===== config.mk =====
export PLATFORM = sky130hd
export DESIGN_NAME = time_set_unit
export DESIGN_NICKNAME = d
export VERILOG_FILES = /design/src/rtl/time_set_unit.sv
export SDC_FILE = /design/constraint.sdc
export NUM_CORES = 1
export LEC_CHECK = 0
export CORE_MARGIN = 2
export CORE_UTILIZATION = 52
export CTS_CLUSTER_SIZE = 10
export DETAILED_ROUTE_END_ITERATION = 6
export GPL_ROUTABILITY_DRIVEN = 0
export PLACE_DENSITY = 0.85
export REMOVE_ABC_BUFFERS = 1
export SLEW_MARGIN = 15
export SYNTH_ARGS = -nofsm -noshare
export SYNTH_HDL_FRONTEND = slang
export SYNTH_SLANG_ARGS = --single-unit

===== constraint.sdc =====
create_clock -name clk -period 2.8 [get_ports clk]
set_clock_uncertainty 0.2 [all_clocks]
set_input_delay 0.42 -clock clk [delete_from_list [all_inputs] [get_ports clk]]
set_output_delay 0.42 -clock clk [all_outputs]
set_load 0.02 [all_outputs]

===== src/rtl/time_set_unit.sv =====
// Front-panel time-setting controller: captures live BCD time, edits it per field, commits via time_ow.
// Optional inactivity timeout in the edit states is built only when TIME_SET_TIMEOUT_EN is defined.
module time_set_unit #(
    parameter int OW_CYCLES      = 2,
    parameter int TIMEOUT_CYCLES = 1_000_000
) (
    input  logic       clk,
    input  logic       rst_n,
    input  logic       btn_mode,
    input  logic       btn_inc,
    input  logic       btn_dec,
    input  logic       btn_cancel,
    input  logic [3:0] cur_sec_o,
    input  logic [3:0] cur_sec_t,
    input  logic [3:0] cur_min_o,
    input  logic [3:0] cur_min_t,
    input  logic [3:0] cur_hr_o,
    input  logic [3:0] cur_hr_t,
    output logic [3:0] sec_set_o,
    output logic [3:0] sec_set_t,
    output logic [3:0] min_set_o,
    output logic [3:0] min_set_t,
    output logic [3:0] hr_set_o,
    output logic [3:0] hr_set_t,
    output logic       time_ow,
    output logic       editing,
    output logic [1:0] field
);

    typedef enum logic [2:0] {IDLE, EDIT_HR, EDIT_MIN, EDIT_SEC, COMMIT} state_t;

    localparam int OW_W = $clog2(OW_CYCLES + 1);
    localparam logic [OW_W-1:0] OW_LAST = OW_W'(OW_CYCLES);

    state_t          state_q, state_d;
    logic [OW_W-1:0] ow_cnt_q, ow_cnt_d;
    logic            time_ow_q, time_ow_d;
    logic [3:0]      btn_prev_q, btn_prev_d;
    logic [7:0]      hr_set_q, hr_set_d;
    logic [7:0]      min_set_q, min_set_d;
    logic [7:0]      sec_set_q, sec_set_d;
    logic            press_mode, press_inc, press_dec, press_cancel;
    logic            adjust;
    logic            timeout;

    // btn_prev_q bit order: {cancel, dec, inc, mode}; resets to 1 so held buttons do not fire.
    assign press_mode   = btn_mode   & ~btn_prev_q[0];
    assign press_inc    = btn_inc    & ~btn_prev_q[1];
    assign press_dec    = btn_dec    & ~btn_prev_q[2];
    assign press_cancel = btn_cancel & ~btn_prev_q[3];
    assign adjust       = (press_inc ^ press_dec) & ~press_mode & ~press_cancel;

    // BCD step of a tens/ones pair with wrap at the field limit (23 for hours, 59 otherwise).
    function automatic logic [7:0] bcd_step(input logic [7:0] pair, input logic up, input logic is_hr);
        logic [3:0] tens, ones, max_t, max_o;
        tens  = pair[7:4];
        ones  = pair[3:0];
        max_t = is_hr ? 4'd2 : 4'd5;
        max_o = is_hr ? 4'd3 : 4'd9;
        if (up) begin
            if (tens > max_t || (tens == max_t && ones >= max_o)) bcd_step = 8'h00;
            else if (ones >= 4'd9)                                  bcd_step = {tens + 4'd1, 4'd0};
            else                                                    bcd_step = {tens, ones + 4'd1};
        end else begin
            if (tens == 4'd0 && ones == 4'd0) bcd_step = {max_t, max_o};
            else if (ones == 4'd0)            bcd_step = {tens - 4'd1, 4'd9};
            else                              bcd_step = {tens, ones - 4'd1};
        end
    endfunction

    always_ff @(posedge clk or negedge rst_n) begin
        if (!rst_n) begin
            state_q    <= IDLE;
            ow_cnt_q   <= '0;
            time_ow_q  <= 1'b0;
            btn_prev_q <= 4'hF;
            hr_set_q   <= 8'h00;
            min_set_q  <= 8'h00;
            sec_set_q  <= 8'h00;
        end else begin
            state_q    <= state_d;
            ow_cnt_q   <= ow_cnt_d;
            time_ow_q  <= time_ow_d;
            btn_prev_q <= btn_prev_d;
            hr_set_q   <= hr_set_d;
            min_set_q  <= min_set_d;
            sec_set_q  <= sec_set_d;
        end
    end

    always_comb begin
        state_d  = state_q;
        ow_cnt_d = ow_cnt_q;
        case (state_q)
            IDLE: begin
                if (press_mode) state_d = EDIT_HR;
            end
            EDIT_HR, EDIT_MIN, EDIT_SEC: begin
                if (press_cancel || timeout) begin
                    state_d = IDLE;
                end else if (press_mode) begin
                    if (state_q == EDIT_HR) begin
                        state_d = EDIT_MIN;
                    end else if (state_q == EDIT_MIN) begin
                        state_d = EDIT_SEC;
                    end else begin
                        state_d  = COMMIT;
                        ow_cnt_d = OW_W'(1);
                    end
                end
            end
            COMMIT: begin
                if (ow_cnt_q == OW_LAST) begin
                    state_d  = IDLE;
                    ow_cnt_d = '0;
                end else begin
                    ow_cnt_d = ow_cnt_q + OW_W'(1);
                end
            end
            default: state_d = IDLE;
        endcase
    end

    // time_ow is registered from the next state so it is high exactly while in COMMIT.
    always_comb begin
        time_ow_d = (state_d == COMMIT);
        case (state_q)
            EDIT_HR:  field = 2'b01;
            EDIT_MIN: field = 2'b10;
            EDIT_SEC: field = 2'b11;
            default:  field = 2'b00;
        endcase
        editing = (field != 2'b00);
    end

    always_comb begin
        btn_prev_d = {btn_cancel, btn_dec, btn_inc, btn_mode};
        hr_set_d   = hr_set_q;
        min_set_d  = min_set_q;
        sec_set_d  = sec_set_q;
        case (state_q)
            IDLE: begin
                if (press_mode) begin
                    hr_set_d  = {cur_hr_t, cur_hr_o};
                    min_set_d = {cur_min_t, cur_min_o};
                    sec_set_d = {cur_sec_t, cur_sec_o};
                end
            end
            EDIT_HR:  if (adjust) hr_set_d  = bcd_step(hr_set_q, press_inc, 1'b1);
            EDIT_MIN: if (adjust) min_set_d = bcd_step(min_set_q, press_inc, 1'b0);
            EDIT_SEC: if (adjust) sec_set_d = bcd_step(sec_set_q, press_inc, 1'b0);
            default: ;
        endcase
    end

`ifdef TIME_SET_TIMEOUT_EN
    localparam int TO_W = $clog2(TIMEOUT_CYCLES + 1);
    localparam logic [TO_W-1:0] TO_LAST = TO_W'(TIMEOUT_CYCLES);

    logic [TO_W-1:0] to_cnt_q, to_cnt_d;
    logic            press_any;

    assign press_any = press_mode | press_inc | press_dec | press_cancel;

    // Fires on the edge where the idle count would reach TIMEOUT_CYCLES; any press restarts it.
    always_comb begin
        to_cnt_d = '0;
        timeout  = 1'b0;
        if ((state_q == EDIT_HR || state_q == EDIT_MIN || state_q == EDIT_SEC) && !press_any) begin
            if (to_cnt_q == TO_LAST - TO_W'(1)) timeout  = 1'b1;
            else                                to_cnt_d = to_cnt_q + TO_W'(1);
        end
    end

    always_ff @(posedge clk or negedge rst_n) begin
        if (!rst_n) to_cnt_q <= '0;
        else        to_cnt_q <= to_cnt_d;
    end
`else
    assign timeout = 1'b0;
`endif

    assign hr_set_t  = hr_set_q[7:4];
    assign hr_set_o  = hr_set_q[3:0];
    assign min_set_t = min_set_q[7:4];
    assign min_set_o = min_set_q[3:0];
    assign sec_set_t = sec_set_q[7:4];
    assign sec_set_o = sec_set_q[3:0];
    assign time_ow   = time_ow_q;

endmodule


==> summary.txt <==
Outcome
  • Outcome: completed

Routing
  • Routed WL per cell: 15.43 um
  • DRT antenna net count: 0
  • Routed WL: 7067 um
  • Vias: 2761
  • DRT iter0 DRCs: 155
  • TritonRoute pass-1 iters: 4
  • Vias per cell: 6.028
  • Drt drc: 0

Power and ir drop
  • Max VDD drop: 492.2 uV
  • Final Power: 3.670 mW
  • PD cells: 992.6 nW/um^2
  • Leak: 1.523 nW

Synth
  • Most common cell in the synthesized netlist: dfrtp_1
  • Synth area leader: dfrtp_1
  • Flops & latches, synth: 34
  • Post-Syn Area per Cell: 8.840 um^2
  • Asr flop ratio synth: 100.0%
  • Yosys warns: 0
  • Synth top area share: 26.29%
  • Post-Synthesis Cells: 323
  • Number of enable flip-flop cells after synthesis: 0
  • Commonest cells in the netlist: dfrtp_1 (30), nor2_1 (27), inv_1 (22), ha_1 (19), o21ai_0 (19)
  • Sequential fraction of the synthesis area: 29.97%
  • Count of cell types in the netlist: 69
  • Synth Cell Area: 2855 um^2
  • Most used DFF post-synth: dfrtp_1
  • Synth area leaders: dfrtp_1 (26%), ha_1 (8.3%), dfstp_2 (3.7%)

Global route
  • Met2 GRT Util: 39.22%
  • Total congestion overflow: 0
  • Initial antenna violation count: 0
  • Grt met3 use: 4.138%
  • Gr busiest metal: met2
  • Number of global-route vias before repair: 2600
  • First-pass GRT wire length: 12040 um
  • Routing usage on met1: 33.31%
  • Pin count of the biggest net entering global routing: 35
  • Tot GR Track Use: 24.18%

Timing
  • Final WS setup: 0.2060 ns
  • Final TNS setup: 0 ns
  • Hold Violations, Final: 0
  • Hold WS: 0.3330 ns
  • Upper clock frequency limit: 0.3855 GHz
  • Relative slew margins: 64.98%
  • Fin crit share: 92.64%
  • Final setup viols: 0
  • Slew of the pin with the lowest slew margin: 0.5253 ns
  • RSZ-0062 raised after global routing: false
  • Post-route minimum period: 2.594 ns
  • Max Slew Vio Count: 0

Setup path
  • Startpoint class of the critical path: flop
  • CP endpoint kind: flop
  • CP cell instances: inv_1 -> ha_1 -> or3b_4 -> a2111oi_4 -> a21o_4 -> a21o_4 -> mux2_4
  • Crit path kind: reg -> reg
  • WP buf/inv: 1
  • Slowest stage delay, CP: 0.45 ns
  • Cell repeated most along the worst path: a21o_4
  • Slowest stage cell, crit path: dfrtp_1
  • Top delay family on crit path: compound AO/OA/AOI/OAI gates
  • CP Data Arrival Time: 2.57 ns
  • Max FO, Critical Path: 7
  • CP Data Required Time: 2.78 ns

Die
  • FP Rows: 26
  • Core footprint: 5205 um^2
  • I/O pins: 58
  • Die Area: 6100 um^2
  • Die H: 78.10 um
  • Die width: 78.10 um
  • Initial core utilization: 54.86%

Final layout
  • Layout cells sized above 1: 11.86%
  • Final Net Count: 436
  • Antenna Cells: 0
  • Multi-input logic area: 1846 um^2
  • Layout Cells excl Fill: 458
  • Design area: 3697 um^2
  • Area delta synth->final: 29.49%
  • FF+latch area: 855.8 um^2
  • Final core area utilization: 71.03%
  • # fillers: 400

Placement
  • Placed Area: 3555 um^2
  • Port bufs: 57
  • Placed Cells: 450
  • Dpl ws: 0.1725 ns
  • HPWL after DPL: 5258 um

Clocking
  • CTS buffer count: 5
  • Cts hold-fix bufs: 0
  • Resize count post-CTS: 0
  • Clk buf depth: 2
  • Total clock sinks: 34
  • Clk root buf: clkbuf_8
  • Worst-path clk slew: 0.07 ns
  • Post-CTS Setup Bufs: 0
  • Clock latency on the worst-skew pair: 0.29 ns
  • H-tree levels: 2
  • CTS tree: done

Min path
  • Hold WC Path Type: in -> async

Job
  • Max-Cap Viols: 0
worst register-to-register path: stages, from the launching register on:
cell and delay (ns):
dfrtp_1 0.45, inv_1 0.14, ha_1 0.26, or3b_4 0.43, a2111oi_4 0.41, a21o_4 0.14
a21o_4 0.15, mux2_4 0.30
cell type report:
type / instances / share of cell area (%)
Clock buffer: 6 / 2.234
Inverter: 22 / 2.234
Tap cell: 70 / 2.369
Multi-Input combinational cell: 252 / 49.92
Timing Repair Buffer: 72 / 18.48
Sequential cell: 34 / 23.15
Clock inverter: 2 / 1.624
worst paths after layout:
kind	from	endpoint	slack (ns)	cells after the start
min	rst_n	hr_set_q[5]	0.33	2
max reg2reg	sec_set_q[0]	sec_set_q[5]	0.21	7
max	sec_set_q[0]	sec_set_q[5]	0.21	7
min in group clk	ow_cnt_q[1]	ow_cnt_q[1]	0.33	1
max in group asynchronous	rst_n	btn_prev_q[1]	1.72	2
min reg2reg	ow_cnt_q[1]	ow_cnt_q[1]	0.33	1
registers in the layout, summed over array words and instances, names as in the netlist:
signal	flops
ow_cnt_q	2
time_ow	1
sec_set_q	8
hr_set_q	8
state_q	3
min_set_q	8
btn_prev_q	4
cells by family (layout without fill, tap and decap cells):
kind of cell    after synthesis  in the layout  share of synthesized area, %
compound gates               95             95                         25.37
xor+xnor                      6              6                         2.104
fa+ha+maj                    19             19                         8.326
buf+inv                      37            102                         5.390
flops                        34             34                         29.97
mux                          13             13                         5.171
simple gates                119            119                         23.66
cell usage in the layout (no fill, tap or decap), types with 3 or more instances in the layout:
cell and n:
o31ai_1 3, nand2b_1 3, nor3b_1 10, nor3_1 9, nand2_1 18, dfstp_2 4
nand3_1 8, nor4b_1 3, clkdlybuf4s50_1 57, o211ai_1 3, inv_1 22, a21oi_1 14
mux2_4 3, a221oi_1 6, ha_1 19, dfrtp_1 30, o21bai_1 3, buf_4 15
clkbuf_8 6, xnor2_1 4, o21ai_0 19, or3b_1 6, nor2_1 27, o2bb2ai_1 4
a311oi_1 4, a31oi_1 6, a211oi_1 5, nand4_1 3, mux2i_1 8, nor4_1 6
o22ai_1 3, nor2b_1 12
metal layers:
layer / share of wire [%] / vias up
met5: 0 / -
li1: - / 1337
met4: 1.3 / 0
met1: 46 / 1318
met2: 47 / 97
met3: 5.3 / 9
power breakdown:
part | internal (mW) | total (mW) | switching, mW
logic | 0.975 | 2.02 | 1.04
clock network | 0.380 | 0.570 | 0.190
registers | 0.688 | 1.08 | 0.393
No activity file was read; power rests on OpenSTA's default activity.
